==> config.mk <==
export PLATFORM = sky130hd
export DESIGN_NAME = count_monitor
export DESIGN_NICKNAME = d
export VERILOG_FILES = /design/src/rtl/count_monitor.sv
export SDC_FILE = /design/constraint.sdc
export NUM_CORES = 1
export LEC_CHECK = 0
export ABC_CLOCK_PERIOD_IN_PS = 1750
export BUFFER_PORTS_ARGS = -buffer_cell sky130_fd_sc_hd__buf_2
export CORE_MARGIN = 3
export CORE_UTILIZATION = 49
export DETAILED_ROUTE_END_ITERATION = 8
export PLACE_DENSITY_LB_ADDON = 0.2
export SYNTH_ARGS = -nofsm -noshare
export SYNTH_HDL_FRONTEND = slang
export SYNTH_SLANG_ARGS = --single-unit
==> constraint.sdc <==
create_clock -name clk -period 1.75 [get_ports clk]
set_input_delay 0.4375 -clock clk [delete_from_list [all_inputs] [get_ports clk]]
set_output_delay 0.4375 -clock clk [all_outputs]
set_load 0.005 [all_outputs]
==> src/rtl/count_monitor.sv <==
// Checks that a sampled counter steps by one in the expected direction, locks after LOCK_N good steps.
// Optional build macro COUNT_MONITOR_STALL_EN: a repeated value is treated as a stall, not an error.
module count_monitor #(
  parameter int BITS   = 4,
  parameter int LOCK_N = 4,
  parameter int ERR_W  = 8
) (
  input  logic             clk,
  input  logic             rst_n,
  input  logic             clr,
  input  logic             sample_en,
  input  logic             dir,
  input  logic [BITS-1:0]  count_in,
  output logic             locked,
  output logic             err_pulse,
  output logic [ERR_W-1:0] err_count,
  output logic [BITS-1:0]  last_count
);

  typedef enum logic [1:0] {EMPTY, HUNT, LOCK} state_t;

  state_t           state_reg, state_next;
  logic [3:0]       good_reg, good_next;
  logic [ERR_W-1:0] err_count_reg, err_count_next;
  logic [BITS-1:0]  last_count_reg, last_count_next;
  logic             err_pulse_reg, err_pulse_next;
  logic             locked_reg;

  logic [BITS-1:0]  expected;
  logic [4:0]       good_inc;
  logic             match;
  logic             stall;

  assign expected = dir ? (last_count_reg + BITS'(1)) : (last_count_reg - BITS'(1));
  assign match    = (count_in == expected);
  assign good_inc = {1'b0, good_reg} + 5'd1;

`ifdef COUNT_MONITOR_STALL_EN
  assign stall = (count_in == last_count_reg);
`else
  assign stall = 1'b0;
`endif

  always_comb begin
    state_next      = state_reg;
    good_next       = good_reg;
    err_count_next  = err_count_reg;
    last_count_next = last_count_reg;
    err_pulse_next  = 1'b0;
    if (clr) begin
      // last_count deliberately survives a clear
      state_next     = EMPTY;
      good_next      = 4'd0;
      err_count_next = '0;
    end else if (sample_en) begin
      last_count_next = count_in;
      unique case (state_reg)
        EMPTY: begin
          good_next  = 4'd0;
          state_next = HUNT;
        end
        HUNT: begin
          if (!stall) begin
            if (match) begin
              if (good_inc >= 5'(LOCK_N)) begin
                good_next  = 4'd0;
                state_next = LOCK;
              end else begin
                good_next = good_inc[3:0];
              end
            end else begin
              good_next = 4'd0;
            end
          end
        end
        LOCK: begin
          if (!stall && !match) begin
            err_pulse_next = 1'b1;
            good_next      = 4'd0;
            state_next     = HUNT;
            if (err_count_reg != {ERR_W{1'b1}})
              err_count_next = err_count_reg + ERR_W'(1);
          end
        end
        default: state_next = EMPTY;
      endcase
    end
  end

  always_ff @(posedge clk or negedge rst_n) begin
    if (!rst_n) begin
      state_reg      <= EMPTY;
      good_reg       <= 4'd0;
      err_count_reg  <= '0;
      last_count_reg <= '0;
      err_pulse_reg  <= 1'b0;
      locked_reg     <= 1'b0;
    end else begin
      state_reg      <= state_next;
      good_reg       <= good_next;
      err_count_reg  <= err_count_next;
      last_count_reg <= last_count_next;
      err_pulse_reg  <= err_pulse_next;
      locked_reg     <= (state_next == LOCK);
    end
  end

  assign locked     = locked_reg;
  assign err_pulse  = err_pulse_reg;
  assign err_count  = err_count_reg;
  assign last_count = last_count_reg;

endmodule

## Yosys cells after proc, flatten, opt, wreduce, memory -nomap -nowiden

Cells that the tools add are included.
Widths: inputs -> output; s select.

- Mux-type cells: 22
- Reductions and logical operators: 8
- Bitwise operators: 1
- Add/sub/neg operators: 4
- Magnitude comparators: 1
- Eq/ne operators: 7

Operator list:

| kind | number |
|---|---|
| $mux 8 | 5 |
| $mux 4 | 6 |
| $pmux 4 s3 | 1 |
| $mux 2 | 5 |
| $add 8x1->8 const B | 1 |
| $ne 8x8->1 const B | 1 |
| $pmux 2 s3 | 1 |
| $reduce_bool 2->1 | 3 |
| $add 4x1->5 const B | 1 |
| $ge 5x3->1 const B | 1 |
| $add 4x1->4 const B | 1 |
| $eq 2x2->1 const B | 2 |
| $eq 4x4->1 | 1 |
| $mux 1 | 4 |
| $reduce_and 4->1 | 1 |
| $reduce_bool 4->1 | 1 |
| $sub 4x1->4 const B | 1 |
| $ne 3x3->1 const B | 1 |
| $reduce_and 3->1 | 1 |
| $eq 2x1->1 const B | 1 |
| $logic_not 2->1 | 1 |
| $ne 2x2->1 const B | 1 |
| $reduce_and 2->1 | 1 |
| $not 1->1 | 1 |

- Logic and storage cells: 49
- Input port bits: 9
- Flip-flop bits (word level): 20
- Output and inout bits: 14

## Longest topological paths before layout

Gate-level depths: netlist (run 1).

- Word-level depth: 8
- Gate-level depth with buffers: 8
- Depth with buffers taken out: 8

## Worst setup path after synthesis (run 1)

Ideal clock, no wire load.

- Path kind: input-to-reg
- Start point: input port dir
- End point: register err_count_reg[7], in the netlist err_count[7]
- Required time: 1.622 ns
- Setup time: 0.128 ns
- Arrival time: 1.951 ns
- Cell stages on the path: 8
- Buffers on the path: 0
- Path slack: -0.329 ns
- Path through: inv_1 ha_1 a21o_2 a21oi_4 xnor2_2 o211ai_2 nor3_1 mux2_1

- Word-level cells in the longest chain between the ends: 4

RTL lines:

| element | line | text |
|---|---|---|
| from (decl) | 12 | `input logic dir,` |
| $mux 4 | 34 | `assign expected = dir ? (last_count_reg + BITS'(1)) : (last_count_reg - BITS'(1));` |
| $eq 4x4->1 | 35 | `assign match = (count_in == expected);` |
| $ne 2x2->1 (no source line) | - |  |
| $reduce_and 4->1 (no source line) | - |  |
| to (signal assigned) | 101 | `err_count_reg <= err_count_next;` |
| to (decl) | 24 | `logic [ERR_W-1:0] err_count_reg, err_count_next;` |

No other way between the ends.
A chain may end at the register's enable or synchronous reset.

## Worst setup path in the final report (run 1)

- Start point: register last_count_reg[1], in the netlist last_count[1]
- End point: register err_count_reg[7], in the netlist err_count[7]

- Word-level cells in the longest chain between the ends: 5
- Elaborated cells on any way between the ends: 6
- Classes of those cells: add/sub (2); eq/ne (2); mux (1); reduce/logical (1)

RTL lines:

| element | line | text |
|---|---|---|
| from (decl) | 25 | `logic [BITS-1:0] last_count_reg, last_count_next;` |
| from (signal assigned) | 102 | `last_count_reg <= last_count_next;` |
| $sub 4x1->4 or $add 4x1->4 (tied branches) | 34 |  |
| $mux 4 * | 34 |  |
| $eq 4x4->1 * | 35 |  |
| $ne 2x2->1 (no source line) * | - |  |
| $reduce_and 4->1 (no source line) * | - |  |

Mark *: on every way between the ends. The rest lies on a longest branch, timed or not.

==> qor.yml, run 1 <==
status:
  status: "finished with violations"
  violations: "setup timing"
routing:
  wl_per_cell_um: 14.95
  route.vias.total: 1114
  drt_iter0_markers: 31
  avgViaCountPerCell: 5.684
  ant_nets: 0
  drt_pass1_iterations: 4
  routed_wl_um: 2930
  drc: 0
cells_and_area:
  nets: 188
  multi_input_area_um2: 844.6
  n_fill_cell: 172
  fin_area_um2: 1699
  final_cell_count_no_fill: 196
  diodes: 0
  area_growth_syn_to_layout_pct: 36.07
  largest_register_ffs: 8
  drive_above_1_share_pct: 45.83
  seqCellArea_um2: 500.5
floorplan:
  die_x_um: 56.48
  fp.coreArea_um2: 2318
  rows: 17
  start_util_pct: 53.86
  io_pins: 23
  die_area_um2: 3190
  dieHeight_um: 56.48
global_route:
  use_met3_pct: 5.057
  antenna_found_initial: 0
  grt_use_total_pct: 18.36
  busiest_layer: "met2"
  grt_pass1_vias: 1020
  grt_max_degree: 21
  use_met1_pct: 24.03
  grt_util_met2_pct: 31.02
  grt_first_pass_wirelength_um: 4712
  overflow: 0
synth:
  synth.cell_area_um2: 1249
  synth_area_per_cell_um2: 9.910
  synth_edf_count: 0
  synth_area_leaders: "dfrtp_1 (40%), ha_1 (9.0%), o21ai_0 (3.6%)"
  synth_largest_area_cell: "dfrtp_1"
  netlist.area_leader.share_pct: 40.08
  yosys_warnings: 0
  async_flop_share_pct: 100.0
  ys_seq_elements: 20
  synthCells: 126
  yosysUniqueCellTypes: 41
  synthFlopType: "dfrtp_1"
  ys_seq_area_share_pct: 40.08
  syn-num-nets: 145
sta:
  max_freq_mhz: 497.4
  slew_violations: 0
  tightest_slew_ns: 0.4578
  hold_viol_final: 0
  fin_crit_sh_pct: 114.9
  finalCriticalPeriod_ns: 2.011
  finalSetupViolations: 15
  setup_ws_ns: -0.2606
  slew_headroom_pct: 69.48
  rsz0062_at_grt: "true"
  finClkSkew_ns: 0.006282
clocking:
  clock_latency_ns: 0.30
  clk_pin_slew_ns: 0.12
  cts.sinks: 20
  cts_tree: "done"
  cts_root_buffer: "clkbuf_4"
  cts_made_buffers: 3
  cts_hold_buf: 0
  cts_htree_levels: 1
  clockBufferDepth: 2
placement:
  detailed_place_hpwl_um: 2080
  place_inst: 189
  place_area_um2: 1501
  numPortBuffers: 22
  pre_cts_ws_ns: -0.5341
  gp_congestion: 0.9363
critical_path:
  critPathLaunchType: "flip-flop"
  path_delay_family: "compound AO/OA/AOI/OAI gates"
  slowest_delay_ns: 0.43
  critPathMaxFanout: 3
  r2r-start: "last_count[1]"
  required_ns: 1.95
  worstSetupEndpointType: "flip-flop"
  arrival_ns: 2.21
  path_class: "reg -> reg"
  worst_path_max_delay_cell: "dfrtp_1"
  crit_buf_inv: 0
  cp_cell_sequence: "ha_1 > a21o_2 > a21oi_4 > xnor2_4 > o211ai_2 > nor3_2 > mux2_4"
  startpoint: "last_count[1]"
min_path:
  min_path_type: "in -> async"
power:
  power_density_nw_per_um2: 649.1
  peakVddDrop_mv: 0.7595
  p_leak_nw: 0.7927
flow_run:
  cap_violations: 0
-- cells by family after synthesis --
kind of cell,share of synthesized area (%)
and+or+nand+nor,18.44
AOI/OAI and AO/OA,15.83
DFF,40.08
adders and majority gates,10.62
xor gates and xnor gates,6.914
muxes,5.310
buffers and inverters,2.805
-- cells in the mapped netlist (3+ instances only) --
cell type and instances:
dfrtp_1 20, nor2_1 10, ha_1 9, o21ai_0 9, nand2_1 7, a21oi_1 6, inv_1 6, mux2_2 4
nand3_1 4, nor3b_1 4, xnor2_1 4, xor2_1 4, nand2b_1 3, nor2b_1 3, or3_1 3
-- final cells by class --
class / instances / share of cell area, %
repair buffers: 41 / 15.32
flip-flops and latches: 20 / 29.46
clock buffers: 4 / 2.135
well taps: 28 / 2.062
inverters: 6 / 1.325
multi-input cells: 97 / 49.71
-- repair_timing --
item,4_1_cts,5_1_grt
pin swaps,9,9
setup endpoints to repair,16,16
buffers inserted,3,0
resized for setup,9,20
-- worst paths after layout --
path | to | slack (ns) | cells past startpoint
worst max-delay path | err_count[7] | -0.26 | 7
worst min-delay path | err_count[4] | 0.06 | 1
worst max register to register | err_count[7] | -0.26 | 7
worst min register to register | last_count[3] | 0.56 | 1
max in group asynchronous | state_reg[0] | 1.37 | 1
min in group clk | last_count[1] | 0.38 | 2
-- cells in the final DEF (no fill, tap or decap), types with 2 or more instances in the layout --
| master | count |
|---|---|
| nand3_2 | 2 |
| nor3b_2 | 2 |
| nand2_1 | 6 |
| inv_1 | 6 |
| a31oi_1 | 2 |
| o21ai_2 | 2 |
| nand2b_1 | 3 |
| mux2_2 | 4 |
| a21oi_1 | 3 |
| xor2_1 | 3 |
| xnor2_1 | 3 |
| dfrtp_1 | 20 |
| a21oi_2 | 2 |
| clkbuf_4 | 3 |
| a21oi_4 | 2 |
| o21ai_0 | 7 |
| buf_6 | 2 |
| nor3b_1 | 2 |
| nor2b_1 | 3 |
| nor2_1 | 10 |
| buf_4 | 17 |
| ha_1 | 8 |
| nand3_1 | 3 |
| or3_1 | 2 |
| buf_2 | 22 |
-- worst reg2reg max path, stage by stage, from the launching register on --
cell and delay (ns):
dfrtp_1 0.43, ha_1 0.28, a21o_2 0.23, a21oi_4 0.17
xnor2_4 0.16, o211ai_2 0.13, nor3_2 0.18, mux2_4 0.33
-- report_power, final --
group / switching [W] / internal (W)
logic: 0.000172 / 0.000166
clock network: 0.000144 / 0.000127
registers: 0.0000151 / 0.000479
total: 0.000332 / 0.000771
-- routing by layer --
metal	wire length (um)	part of all wire, %
met4	13	0.44
met1	1195	41
met3	124	4.2
met5	0	0
met2	1596	54
-- stage by stage --
stage          TNS [ns]  util, %  power [W]  hold WS [ns]
2_1_floorplan    -3.250        -  0.0006728        0.1419
3_3_place_gp     -5.362    64.76  0.0007591        0.4118
3_5_place_dp     -5.965    64.76  0.0007688        0.4124
4_1_cts          -2.445    69.45   0.001072       0.06911
5_1_grt          -3.491    73.29   0.001165       0.07501
6_report         -2.127    73.29   0.001103       0.06184
Note: power is estimated with default switching activity, not from simulation.
==> run 2, diff against run 1 <==
--- a/config.mk
+++ b/config.mk
@@ -5,11 +5,12 @@
 export SDC_FILE = /design/constraint.sdc
 export NUM_CORES = 1
 export LEC_CHECK = 0
-export ABC_CLOCK_PERIOD_IN_PS = 1750
+export ABC_CLOCK_PERIOD_IN_PS = 2500
 export BUFFER_PORTS_ARGS = -buffer_cell sky130_fd_sc_hd__buf_2
 export CORE_MARGIN = 3
-export CORE_UTILIZATION = 49
+export CORE_UTILIZATION = 55
 export DETAILED_ROUTE_END_ITERATION = 8
+export GPL_TIMING_DRIVEN = 0
 export PLACE_DENSITY_LB_ADDON = 0.2
 export SYNTH_ARGS = -nofsm -noshare
 export SYNTH_HDL_FRONTEND = slang
==> constraint.sdc (replaced) <==
create_clock -name clk -period 2.5 [get_ports clk]
set_input_delay 0.625 -clock clk [delete_from_list [all_inputs] [get_ports clk]]
set_output_delay 0.625 -clock clk [all_outputs]
set_load 0.005 [all_outputs]
==> qor.yml, run 2 (synthesis results as in run 1) <==
critical_path:
  r2r_setup_slack_ns: 0.37  # +0.63 ns
  slowest_delay_ns: 0.42  # about the same
  critPathMaxFanout: 8  # +5
  worst_path_max_delay_cell: "or4_1"
  cp_cell_sequence: "buf_2 > inv_1 > ha_1 > a21o_2 > a21oi_4 > xnor2_2 > o21ai_2 > or4_1 > a21oi_1"
  crit_end: "err_count[6]"
  reg2reg_depth: 7  # unchanged
  path_delay_family: "compound AO/OA/AOI/OAI gates"
  r2r-start: "last_count[1]"
  critPathLaunchType: "input port"
  reg2reg_to: "err_count[6]"
  worstSetupEndpointType: "flip-flop"
  crit_cells: 9  # +2
  crit_buf_inv: 2  # +2
  required_ns: 2.71  # +0.76 ns
  path_class: "in -> reg"
  startpoint: "dir"
  arrival_ns: 2.45  # +0.24 ns
routing:
  drc: 0  # unchanged
  routed_wl_um: 2469  # -16%
  drt_iter0_markers: 21  # -32%
  ant_nets: 0  # unchanged
  route.vias.total: 1008  # -9.5%
  wl_per_cell_um: 13.79  # -7.7%
  avgViaCountPerCell: 5.631  # -0.92%
  drt_pass1_iterations: 4  # unchanged
sta:
  finalCriticalPeriod_ns: 2.243
  tightest_slew_ns: 0.4895  # +0.03176 ns
  hold_viol_final: 0  # unchanged
  finClkSkew_ns: 0.006282  # -0.00000003000 ns
  slew_headroom_pct: 67.02  # -2.5 points
  max_freq_mhz: 445.9
  finalSetupViolations: 0  # -15
  slew_violations: 0  # unchanged
  fin_crit_sh_pct: 89.71
  rsz0062_at_grt: "false"
status:
  status: "completed"
floorplan:
  die_area_um2: 2878  # -9.8%
  rows: 16  # -1
  die_x_um: 53.65  # -5.0%
  fp.coreArea_um2: 2062  # -11%
  io_pins: 23  # unchanged
  dieHeight_um: 53.65  # -5.0%
  start_util_pct: 60.56  # +6.7 points
placement:
  place_area_um2: 1393  # -7.2%
  detailed_place_hpwl_um: 1914  # -8.0%
  gp_congestion: 0.8874  # -5.2%
  place_inst: 175  # -7.4%
  numPortBuffers: 22  # unchanged
power:
  p_total_w: 0.0006983  # -37%
  p_leak_nw: 0.6715  # -15%
  power_density_nw_per_um2: 487.9  # -25%
  peakVddDrop_mv: 0.3133  # -59%
global_route:
  grt_first_pass_wirelength_um: 4036  # -14%
  grt_max_degree: 21  # unchanged
  overflow: 0  # unchanged
  grt_pass1_vias: 960  # -5.9%
  antenna_found_initial: 0  # unchanged
  grt_use_total_pct: 19.23  # +0.86 points
clocking:
  cts_root_buffer: "clkbuf_4"
  clockBufferDepth: 2  # unchanged
  cts_hold_buf: 0  # unchanged
  clock_latency_ns: 0.29  # about the same
  cts_made_buffers: 3  # unchanged
  post-cts-setup-buffers: 0  # -3
  cts_htree_levels: 1  # unchanged
  clk_pin_slew_ns: 0.11  # about the same
  cts.sinks: 20  # unchanged
  cts_tree: "done"
cells_and_area:
  diodes: 0  # unchanged
  nets: 172  # -8.5%
  final_cell_count_no_fill: 179  # -8.7%
  utilization_pct: 69.42  # -3.9 points
  largest_register_ffs: 8  # unchanged
  fin_area_um2: 1431  # -16%
  final_cell_mix: "buf_2 (23), dfrtp_1 (20), nor2_1 (9), o21ai_0 (9), ha_1 (9)"
  area_growth_syn_to_layout_pct: 14.63
  final_common_cell: "buf_2"
  drive_above_1_share_pct: 26.32  # -20 points
min_path:
  min_path_type: "in -> async"
flow_run:
  cap_violations: 0  # unchanged
[run 2: through the flow]
stage	hold WS, ns	TNS (ns)	setup slack, ns
after detailed placement	0.5353	-0.4865	-0.1335
final	0.2635	0	0.2571
after CTS	0.2697	0	0.1788
after floorplan	0.3294	0	0.2340
after global routing	0.2697	0	0.1612
after global placement	0.5104	-0.05764	-0.03096
[run 2: where the power goes]
part	internal, W	leakage [nW]	switching, W
Sequential	0.000335	0.269	0.0000142
Clock	0.0000886	0.0210	0.0000955
Combinational	0.0000736	0.381	0.0000913
Total	0.000497	0.671	0.000201
[run 2: worst reg2reg max path, stage by stage, from the launching register on]
cell     delay (ns)
dfrtp_1        0.44
ha_1           0.28
a21o_2         0.23
a21oi_4        0.16
xnor2_2        0.18
o21ai_2        0.16
or4_1          0.43
a21oi_1        0.18
[run 2: layout make-up]
type	count	area, um2
clock buffer	4	36.28
sequential	20	500.5
multi-input combinational	97	715.7
inverter	6	22.52
timing repair buffer	22	110.1
tap	27	33.78
fill	172	630.6
buffer	3	12.51
[run 2: per-layer routing]
| layer | up-vias | wire length [um] | GRT usage (%) |
|---|---|---|---|
| met4 | 0 | 24 | 6.383 |
| met5 | - | 0 | 0 |
| met1 | 491 | 1105 | 23.40 |
| met3 | 2 | 69 | 3.324 |
| met2 | 11 | 1270 | 34.08 |
| li1 | 504 | - | - |
[run 2: how the worst min path moves through the flow]
stage                  start       endpoint  cells after the start  slack (ns)
2_1_floorplan          rst_n   err_count[0]                      0        0.33
3_3_place_gp   last_count[2]  last_count[2]                      1        0.51
3_5_place_dp   last_count[2]  last_count[2]                      1        0.54
4_1_cts                rst_n  last_count[1]                      1        0.27
5_1_grt                rst_n  last_count[1]                      1        0.27
6_report               rst_n      err_pulse                      1        0.26
[run 2: what timing repair did]
action | 4_1_cts | 5_1_grt
setup endpoints to repair | 0 | 1
resized for setup | 0 | 1
endpoints found under the hold margin | 0 | 0
==> run 3, diff against run 2 <==
--- a/config.mk
+++ b/config.mk
@@ -7,11 +7,12 @@
 export LEC_CHECK = 0
 export ABC_CLOCK_PERIOD_IN_PS = 2500
 export BUFFER_PORTS_ARGS = -buffer_cell sky130_fd_sc_hd__buf_2
-export CORE_MARGIN = 3
+export CORE_MARGIN = 2
 export CORE_UTILIZATION = 55
 export DETAILED_ROUTE_END_ITERATION = 8
 export GPL_TIMING_DRIVEN = 0
 export PLACE_DENSITY_LB_ADDON = 0.2
+export SETUP_SLACK_MARGIN = 0.02
 export SYNTH_ARGS = -nofsm -noshare
 export SYNTH_HDL_FRONTEND = slang
 export SYNTH_SLANG_ARGS = --single-unit
==> qor.yml, run 3 (synthesis results as in run 1) <==
power:
  power_density_nw_per_um2: 465.4  # -4.6%
  peakVddDrop_mv: 0.3877  # +24%
  p_total_w: 0.0006603  # -5.4%
  p_leak_nw: 0.6643  # -1.1%
routing:
  routed_wl_um: 2417  # -2.1%
  met3_wirelength_um: 78  # +13%
  met2_length_um: 1241  # -2.3%
  drt_pass1_iterations: 4  # unchanged
  wl_per_cell_um: 13.50  # -2.1%
  drc: 0  # unchanged
  highest_layer: "met4"
  avgViaCountPerCell: 5.564  # -1.2%
  wl_met1_um: 1083  # -2.0%
  drt_iter0_markers: 12  # -43%
  route.vias.total: 996  # -1.2%
  ant_nets: 0  # unchanged
critical_path:
  worstSetupEndpointType: "flip-flop"
  cp_cell_sequence: "buf_2 > inv_1 > ha_1 > a21o_2 > a21oi_4 > xnor2_2 > o21ai_2 > or4_1 > a21oi_1"
  r2r_setup_slack_ns: 0.41  # +0.04 ns
  startpoint: "dir"
  worst_path_max_delay_cell: "or4_1"
  path_delay_family: "compound AO/OA/AOI/OAI gates"
  reg2reg_depth: 7  # unchanged
  critPathMaxFanout: 8  # unchanged
  required_ns: 2.72  # about the same
  crit_buf_inv: 2  # unchanged
  crit_cells: 9  # unchanged
  slowest_delay_ns: 0.42  # about the same
  reg2reg_to: "err_count[6]"
  crit_end: "err_count[6]"
  critPathLaunchType: "input port"
  path_class: "in -> reg"
  arrival_ns: 2.42  # -0.03 ns
  r2r-start: "last_count[1]"
floorplan:
  start_util_pct: 57.55  # -3.0 points
  rows: 17  # +1
  dieHeight_um: 51.65  # -3.7%
  die_area_um2: 2668  # -7.3%
  io_pins: 23  # unchanged
  fp.coreArea_um2: 2170  # +5.2%
  die_x_um: 51.65  # -3.7%
sta:
  max_freq_mhz: 454.9  # +2.0%
  fin_crit_sh_pct: 87.92  # -1.8 points
  finalSetupViolations: 0  # unchanged
  finalCriticalPeriod_ns: 2.198  # -0.04477 ns
  rsz0062_at_grt: "false"
  slew_headroom_pct: 67.58  # +0.56 points
  finClkSkew_ns: 0.001177  # -0.005105 ns
  hold_viol_final: 0  # unchanged
  slew_violations: 0  # unchanged
  tightest_slew_ns: 0.4812  # -0.008270 ns
placement:
  place_area_um2: 1394  # about the same
  gp_congestion: 0.8148  # -8.2%
  detailed_place_hpwl_um: 1841  # -3.8%
  numPortBuffers: 22  # unchanged
clocking:
  clockBufferDepth: 2  # unchanged
  clock_latency_ns: 0.29  # about the same
  clk_pin_slew_ns: 0.10  # about the same
  cts_root_buffer: "clkbuf_4"
  cts_tree: "done"
  cts_hold_buf: 0  # unchanged
  cts_resized: 0  # unchanged
  cts_made_buffers: 3  # unchanged
  cts.sinks: 20  # unchanged
  post-cts-setup-buffers: 0  # unchanged
  cts_htree_levels: 1  # unchanged
cells_and_area:
  fin_area_um2: 1419  # -0.87%
  nets: 172  # unchanged
  utilization_pct: 65.40  # -4.0 points
  drive_above_1_share_pct: 25.83  # -0.49 points
  diodes: 0  # unchanged
  area_growth_syn_to_layout_pct: 13.63
  n_fill_cell: 185  # +7.6%
  multi_input_area_um2: 715.7  # unchanged
  final_common_cell: "buf_2"
  largest_register_ffs: 8  # unchanged
  final_cell_mix: "buf_2 (23), dfrtp_1 (20), nor2_1 (9), o21ai_0 (9), ha_1 (9)"
  seqCellArea_um2: 500.5  # unchanged
global_route:
  overflow: 0  # unchanged
  grt_first_pass_wirelength_um: 4215  # +4.4%
  grt_use_total_pct: 21.00  # +1.8 points
  grt_pass1_vias: 987  # +2.8%
  grt_max_degree: 21  # unchanged
  antenna_found_initial: 0  # unchanged
flow_run:
  cap_violations: 0  # unchanged
min_path:
  min_path_type: "in -> async"
status:
  status: "completed"
[run 3: area by class of cell]
class / count / area share (%)
Buffer: 3 / 0.8818
Clock buffer: 3 / 1.587
Inverter: 6 / 1.587
Multi-Input combinational cell: 97 / 50.44
Sequential cell: 20 / 35.27
Tap cell: 28 / 2.469
Timing Repair Buffer: 22 / 7.760
[run 3: where the power goes]
part / leakage [nW] / internal [W] / switching (W) / total [W]
Sequential: 0.269 / 0.000335 / 0.0000138 / 0.000349
Clock: 0.0138 / 0.0000560 / 0.0000901 / 0.000146
Combinational: 0.381 / 0.0000745 / 0.0000910 / 0.000165
Total: 0.664 / 0.000465 / 0.000195 / 0.000660
[run 3: stage by stage]
stage / setup WS, ns / std cells / hold WS, ns / setup TNS, ns
after floorplan: 0.2340 / 126 / 0.3294 / 0
after detailed placement: -0.07283 / 176 / 0.5401 / -0.1693
after global placement: -0.03366 / 176 / 0.5105 / -0.06269
after global routing: 0.1539 / 179 / 0.2873 / 0
final: 0.3019 / 179 / 0.2619 / 0
after CTS: 0.2263 / 179 / 0.2692 / 0
[run 3: worst min-delay path by stage]
stage                        startpoint             to  slack [ns]
after floorplan                   rst_n   err_count[0]        0.33
after global placement    last_count[2]  last_count[2]        0.51
after detailed placement  last_count[3]  last_count[3]        0.54
after CTS                         rst_n   err_count[2]        0.27
after global routing              rst_n   err_count[6]        0.29
final                             rst_n   err_count[2]        0.26
[run 3: layer usage]
layer  up-vias  GRT usage, %
li1        499             -
met4         0         7.456
met5         -             0
met3         2         2.586
met1       481         26.58
met2        14         36.75
